### config.mk
export PLATFORM = sky130hd
export DESIGN_NAME = memory_arbiter_flat
export DESIGN_NICKNAME = d
export VERILOG_FILES = /design/src/rtl/memory_arbiter_if.sv /design/src/rtl/memory_arbiter.sv /design/src/flat_wrapper.sv
export SDC_FILE = /design/constraint.sdc
export NUM_CORES = 1
export LEC_CHECK = 0
export ABC_CLOCK_PERIOD_IN_PS = 1500
export BUFFER_PORTS_ARGS = -buffer_cell sky130_fd_sc_hd__buf_2
export CORE_AREA = 2 2 103 105
export CTS_BUF_LIST = sky130_fd_sc_hd__clkbuf_16
export DETAILED_ROUTE_END_ITERATION = 8
export DIE_AREA = 0 0 105 107
export HOLD_SLACK_MARGIN = 0.05
export SETUP_SLACK_MARGIN = 0.3
export SLEW_MARGIN = 10
export SYNTH_ARGS = -nofsm -noshare
export SYNTH_HDL_FRONTEND = slang
export SYNTH_SLANG_ARGS = --single-unit
### constraint.sdc
create_clock -name CLK -period 1.5 [get_ports CLK]
set_input_delay 0.15 -clock CLK [delete_from_list [all_inputs] [get_ports CLK]]
set_output_delay 0.15 -clock CLK [all_outputs]
set_load 0.1 [all_outputs]
### src/rtl/memory_arbiter_if.sv
// Bundles the fetch, data and RAM sides of the shared memory port.
// The arbiter takes the slave view; the request unit and RAM model take the master view.
interface memory_arbiter_if #(
    parameter int WORD_W = 32,
    parameter int ADDR_W = 32
);
    logic              iREN;
    logic [ADDR_W-1:0] iaddr;
    logic              iwait;
    logic [WORD_W-1:0] iload;
    logic              dREN;
    logic              dWEN;
    logic [ADDR_W-1:0] daddr;
    logic [WORD_W-1:0] dstore;
    logic              dwait;
    logic [WORD_W-1:0] dload;
    logic              merr;
    logic              ramREN;
    logic              ramWEN;
    logic [ADDR_W-1:0] ramaddr;
    logic [WORD_W-1:0] ramstore;
    logic [WORD_W-1:0] ramload;
    logic [1:0]        ramstate;

    modport slave (
        input  iREN, iaddr, dREN, dWEN, daddr, dstore, ramload, ramstate,
        output iwait, iload, dwait, dload, merr, ramREN, ramWEN, ramaddr, ramstore
    );

    modport master (
        output iREN, iaddr, dREN, dWEN, daddr, dstore, ramload, ramstate,
        input  iwait, iload, dwait, dload, merr, ramREN, ramWEN, ramaddr, ramstore
    );
endinterface

### src/rtl/memory_arbiter.sv
// Shares one single-ported RAM between instruction fetch and data access.
// Data wins arbitration; a streak counter forces a fetch after MAX_DSTREAK data grants.
//  state | meaning
//  IDLE  | no grant, arbitrate this cycle
//  DSERV | data port owns the RAM until ACCESS/ERROR or withdrawal
//  ISERV | fetch port owns the RAM until ACCESS/ERROR or withdrawal
module memory_arbiter #(
    parameter int WORD_W      = 32,
    parameter int ADDR_W      = 32,
    parameter int MAX_DSTREAK = 4
) (
    input  logic              CLK,
    input  logic              RST,
    memory_arbiter_if.slave   bus
);
    localparam int SW = $clog2(MAX_DSTREAK + 1);
    localparam logic [SW-1:0]     STREAK_MAX = SW'(MAX_DSTREAK);
    localparam logic [ADDR_W-1:0] ADDR_ZERO  = '0;
    localparam logic [WORD_W-1:0] WORD_ZERO  = '0;

    localparam logic [1:0] ST_IDLE  = 2'd0;
    localparam logic [1:0] ST_DSERV = 2'd1;
    localparam logic [1:0] ST_ISERV = 2'd2;

    localparam logic [1:0] RS_ACCESS = 2'b10;
    localparam logic [1:0] RS_ERROR  = 2'b11;

    logic [1:0]    state_q, state_d;
    logic [SW-1:0] dstreak_q, dstreak_d, dstreak_inc;
    logic          merr_q, merr_d;
    logic          dreq;

    assign dreq     = bus.dREN | bus.dWEN;
    assign bus.merr = merr_q;

    // Streak only grows while a fetch is actually being held off, and saturates.
    assign dstreak_inc = !bus.iREN                 ? '0 :
                         (dstreak_q == STREAK_MAX) ? dstreak_q :
                                                     dstreak_q + SW'(1);

    always_comb begin
        state_d      = state_q;
        dstreak_d    = dstreak_q;
        merr_d       = 1'b0;
        bus.ramREN   = 1'b0;
        bus.ramWEN   = 1'b0;
        bus.ramaddr  = ADDR_ZERO;
        bus.ramstore = WORD_ZERO;
        bus.iwait    = 1'b1;
        bus.dwait    = 1'b1;
        bus.iload    = WORD_ZERO;
        bus.dload    = WORD_ZERO;
        case (state_q)
            ST_IDLE: begin
                if (dreq && (!bus.iREN || dstreak_q < STREAK_MAX)) begin
                    state_d = ST_DSERV;
                end else if (bus.iREN) begin
                    state_d = ST_ISERV;
                end else begin
                    dstreak_d = '0;
                end
            end
            ST_DSERV: begin
                bus.ramaddr = bus.daddr;
                bus.ramWEN  = bus.dWEN;
                bus.ramREN  = bus.dREN & ~bus.dWEN;
                if (bus.dWEN) begin
                    bus.ramstore = bus.dstore;
                end
                if (!dreq) begin
                    state_d = ST_IDLE;
                end else if (bus.ramstate == RS_ACCESS) begin
                    bus.dwait = 1'b0;
                    if (!bus.dWEN) begin
                        bus.dload = bus.ramload;
                    end
                    dstreak_d = dstreak_inc;
                    state_d   = ST_IDLE;
                end else if (bus.ramstate == RS_ERROR) begin
                    bus.dwait = 1'b0;
                    merr_d    = 1'b1;
                    dstreak_d = dstreak_inc;
                    state_d   = ST_IDLE;
                end
            end
            ST_ISERV: begin
                bus.ramaddr = bus.iaddr;
                bus.ramREN  = bus.iREN;
                if (!bus.iREN) begin
                    state_d = ST_IDLE;
                end else if (bus.ramstate == RS_ACCESS) begin
                    bus.iwait = 1'b0;
                    bus.iload = bus.ramload;
                    dstreak_d = '0;
                    state_d   = ST_IDLE;
                end else if (bus.ramstate == RS_ERROR) begin
                    bus.iwait = 1'b0;
                    merr_d    = 1'b1;
                    dstreak_d = '0;
                    state_d   = ST_IDLE;
                end
            end
            default: state_d = ST_IDLE;
        endcase
    end

    always_ff @(posedge CLK or posedge RST) begin
        if (RST) begin
            state_q   <= ST_IDLE;
            dstreak_q <= '0;
            merr_q    <= 1'b0;
        end else begin
            state_q   <= state_d;
            dstreak_q <= dstreak_d;
            merr_q    <= merr_d;
        end
    end
endmodule
### src/flat_wrapper.sv
// flat-port wrapper written by rule: the top's interface ports become plain ports
module memory_arbiter_flat 
#(
    parameter int WORD_W      = 32,
    parameter int ADDR_W      = 32,
    parameter int MAX_DSTREAK = 4
)
  (CLK, RST, bus_iREN, bus_iaddr, bus_dREN, bus_dWEN, bus_daddr, bus_dstore, bus_ramload, bus_ramstate, bus_iwait, bus_iload, bus_dwait, bus_dload, bus_merr, bus_ramREN, bus_ramWEN, bus_ramaddr, bus_ramstore);
  memory_arbiter_if #(.WORD_W(WORD_W), .ADDR_W(ADDR_W)) bus_i ();
  input  logic CLK;
  input  logic RST;
  input wire logic [$bits(bus_i.iREN)-1:0] bus_iREN;
  input wire logic [$bits(bus_i.iaddr)-1:0] bus_iaddr;
  input wire logic [$bits(bus_i.dREN)-1:0] bus_dREN;
  input wire logic [$bits(bus_i.dWEN)-1:0] bus_dWEN;
  input wire logic [$bits(bus_i.daddr)-1:0] bus_daddr;
  input wire logic [$bits(bus_i.dstore)-1:0] bus_dstore;
  input wire logic [$bits(bus_i.ramload)-1:0] bus_ramload;
  input wire logic [$bits(bus_i.ramstate)-1:0] bus_ramstate;
  output wire logic [$bits(bus_i.iwait)-1:0] bus_iwait;
  output wire logic [$bits(bus_i.iload)-1:0] bus_iload;
  output wire logic [$bits(bus_i.dwait)-1:0] bus_dwait;
  output wire logic [$bits(bus_i.dload)-1:0] bus_dload;
  output wire logic [$bits(bus_i.merr)-1:0] bus_merr;
  output wire logic [$bits(bus_i.ramREN)-1:0] bus_ramREN;
  output wire logic [$bits(bus_i.ramWEN)-1:0] bus_ramWEN;
  output wire logic [$bits(bus_i.ramaddr)-1:0] bus_ramaddr;
  output wire logic [$bits(bus_i.ramstore)-1:0] bus_ramstore;
  assign bus_i.iREN = bus_iREN;
  assign bus_i.iaddr = bus_iaddr;
  assign bus_i.dREN = bus_dREN;
  assign bus_i.dWEN = bus_dWEN;
  assign bus_i.daddr = bus_daddr;
  assign bus_i.dstore = bus_dstore;
  assign bus_i.ramload = bus_ramload;
  assign bus_i.ramstate = bus_ramstate;
  assign bus_iwait = bus_i.iwait;
  assign bus_iload = bus_i.iload;
  assign bus_dwait = bus_i.dwait;
  assign bus_dload = bus_i.dload;
  assign bus_merr = bus_i.merr;
  assign bus_ramREN = bus_i.ramREN;
  assign bus_ramWEN = bus_i.ramWEN;
  assign bus_ramaddr = bus_i.ramaddr;
  assign bus_ramstore = bus_i.ramstore;
  memory_arbiter #(.WORD_W(WORD_W), .ADDR_W(ADDR_W), .MAX_DSTREAK(MAX_DSTREAK)) u_core (.CLK(CLK), .RST(RST), .bus(bus_i));
endmodule
==> reports/results.ini <==
[route]
num_vias=3034
drt_iter0_drc=129
drc_errors=0
wl_per_cell_um=17.72
ant_nets=0
via_per_inst=4.501
totalWireLength_mm=11.94
dr.pass1.iters=4

[run_status]
status=complete, but fails checks
violations=setup timing

[synth]
ys_types=32
netlist_instances=243
async_flop_share=1.000
avgSynthCellArea_um2=6.977
yosysSeqAreaShare=0.08856
netlist_area_um2=1695
ys.warnings.count=0
synth-edff-count=0
synth-main-ff-cell=dfrtp_1
syn-num-nets=384
ys_ff_latch=6

[power]
peakVddDrop_v=0.001198
p_per_area_nw_per_um2=1551
p_leak_nw=2.995

[finish]
drive_gt1_frac=0.9312
fin_cells=674
layout_commonest_cell=buf_12
post-route-util=0.6695
area_growth_pct=298.5
fin_nets=681
final_cell_mix=buf_12, buf_2, and2_4
num_antenna_cells=0

[worst_setup_path]
cp.arrival_ns=1.75
r2r_cells=9
r2r_setup_slack_ns=-0.22
cp.required_ns=1.35
slowest_delay_ns=0.39
crit_path_max_fanout=15
crit_path_end_kind=primary output
worstSetupPathType=reg -> out
reg2reg_from=u_core.state_q[0]
crit_chain=buf_4, ha_4, buf_12, buf_16, a22oi_2, nor2b_4, buf_12
cp_common_cell=buf_12
cpMaxStageDelayCell=dfrtp_1
reg2reg_to=u_core.dstreak_q[1]
startpoint_type=register

[timing]
hold_viol_final=0
fmax_mhz=525.0
fin_crit_ns=1.905
timing.final.ws_setup_ns=-0.4048
fin_worst_skew_ns=0.001710
worstMarginPinSlew_ns=0.5014
final_max_slew_viol_count=0
slew_headroom=0.6680
period_share=1.270
rsz0062_at_grt=true
setup_viol=138

[global_routing]
overflow=0
grt_pass1_wl_mm=17.24
antenna_found_initial=0
grt_usage=0.1902
grt_start_max_net_pins=34
grt_pass1_vias=3150

[place]
gp_congestion=0.8784
dp.cells=638
io_buffers=267
hpwlAfterDp_mm=8.305
place_ws_ns=-0.1821

[floorplanning]
die_area_um2=11240
start_util=0.1680
rows=37
die_h_um=107
design.portCount=268
core_area_um2=10090
die_w_um=105

[cts]
cts_sinks=6
cts_tree=done
cts_buffers=3
path_clk_slew_ns=0.03
clk_latency_ns=0.23
root_buffer=clkbuf_16
cts_buffer_depth=2
h-tree-depth=1

[hold_path]
holdCritPathClass=in -> reg
min_path_cells=2
whs_endpoint=u_core.bus.merr
min-delay-start=bus_ramstate[0]

[flow_run]
max-cap-violations=0

worst max-delay path: cells and delay by family (launching register included):
kind,cells,cell delay [ns]
AO/OA/AOI/OAI,1,0.27
adder cells (fa/ha/maj),1,0.18
buffers and inverters,4,0.60
flip-flops,1,0.39
AND/OR/NAND/NOR,1,0.07
synth_stat cells (3+ instances only):
cell type | instances | share of area
and2_1 | 65 | 0.24
nor2b_1 | 33 | 0.12
a22oi_1 | 32 | 0.14
and3_1 | 29 | 0.11
clkbuf_1 | 21 | 0.046
inv_1 | 8 | 0.018
dfrtp_1 | 6 | 0.089
ha_1 | 6 | 0.044
nand2_1 | 5 | 0.011
nand3_1 | 5 | 0.015
nor2_1 | 4 | 0.0089
and3_2 | 3 | 0.013
buf_6 | 3 | 0.020
metrics by stage:
stage	TNS (ns)	total power [W]	hold WS [ns]	cell area, um^2
floorplan	-17.83	0.005807	-0.05904	2404
CTS	-43.68	0.009821	0.2148	6437
detailed placement	-14.76	0.008421	0.08123	5847
global placement	-10.61	0.008326	0.07337	5847
finish	-44.89	0.01048	0.2140	6756
global route	-55.65	0.01082	0.2322	6756
logic make-up (layout without fill, tap and decap cells):
group / count (synthesis) / count (layout) / synth area share
DFF: 6 / 6 / 0.08856
and+or+nand+nor: 149 / 149 / 0.5402
muxes: 2 / 2 / 0.01181
AOI/OAI and AO/OA: 46 / 46 / 0.2251
adders and majority gates: 6 / 6 / 0.04428
buffers and inverters: 34 / 329 / 0.09004
routing by layer:
metal | up-vias | track usage | share of wire
met1 | 1410 | 0.2035 | 0.35
met2 | 185 | 0.3711 | 0.56
met3 | 11 | 0.04863 | 0.078
met5 | - | 0 | 0
li1 | 1428 | - | -
met4 | 0 | 0.04381 | 0.012
registers in the layout, indices dropped and copies added (netlist names):
signal,count
u_core.bus.merr,1
u_core.state_q,2
u_core.dstreak_q,3
how the worst max path moves through the flow:
stage / start / to / slack [ns]
after global routing: u_core.state_q[0] / bus_dload[14] / -0.49
after floorplan: u_core.state_q[1] / bus_dload[10] / -0.21
final: u_core.state_q[1] / bus_ramaddr[8] / -0.40
after CTS: u_core.state_q[0] / bus_ramaddr[2] / -0.41
after detailed placement: u_core.state_q[1] / bus_dload[2] / -0.18
after global placement: u_core.state_q[0] / bus_ramaddr[27] / -0.13
area by class of cell:
class	instances	area (um^2)
inverters	8	30.03
well taps	136	170.2
repair buffers	318	4104
multi-input cells	203	2227
fillers	765	3336
flip-flops and latches	6	150.1
clock buffers	3	75.07
power by group:
| part | total (W) | internal [W] | switching, W |
|---|---|---|---|
| Clock | 0.000442 | 0.000343 | 0.0000990 |
| Sequential | 0.000235 | 0.000206 | 0.0000287 |
| Combinational | 0.00980 | 0.00428 | 0.00552 |
| Total | 0.0105 | 0.00483 | 0.00565 |
what timing repair did:
item,CTS,global route
setup endpoints to repair,138,138
setup buffers,11,7
cloned,7,7
hold endpoints to repair,6,0
hold buffers,1,0
pin swaps,12,13
resized for setup,53,23
No activity file was read; power rests on OpenSTA's default activity.
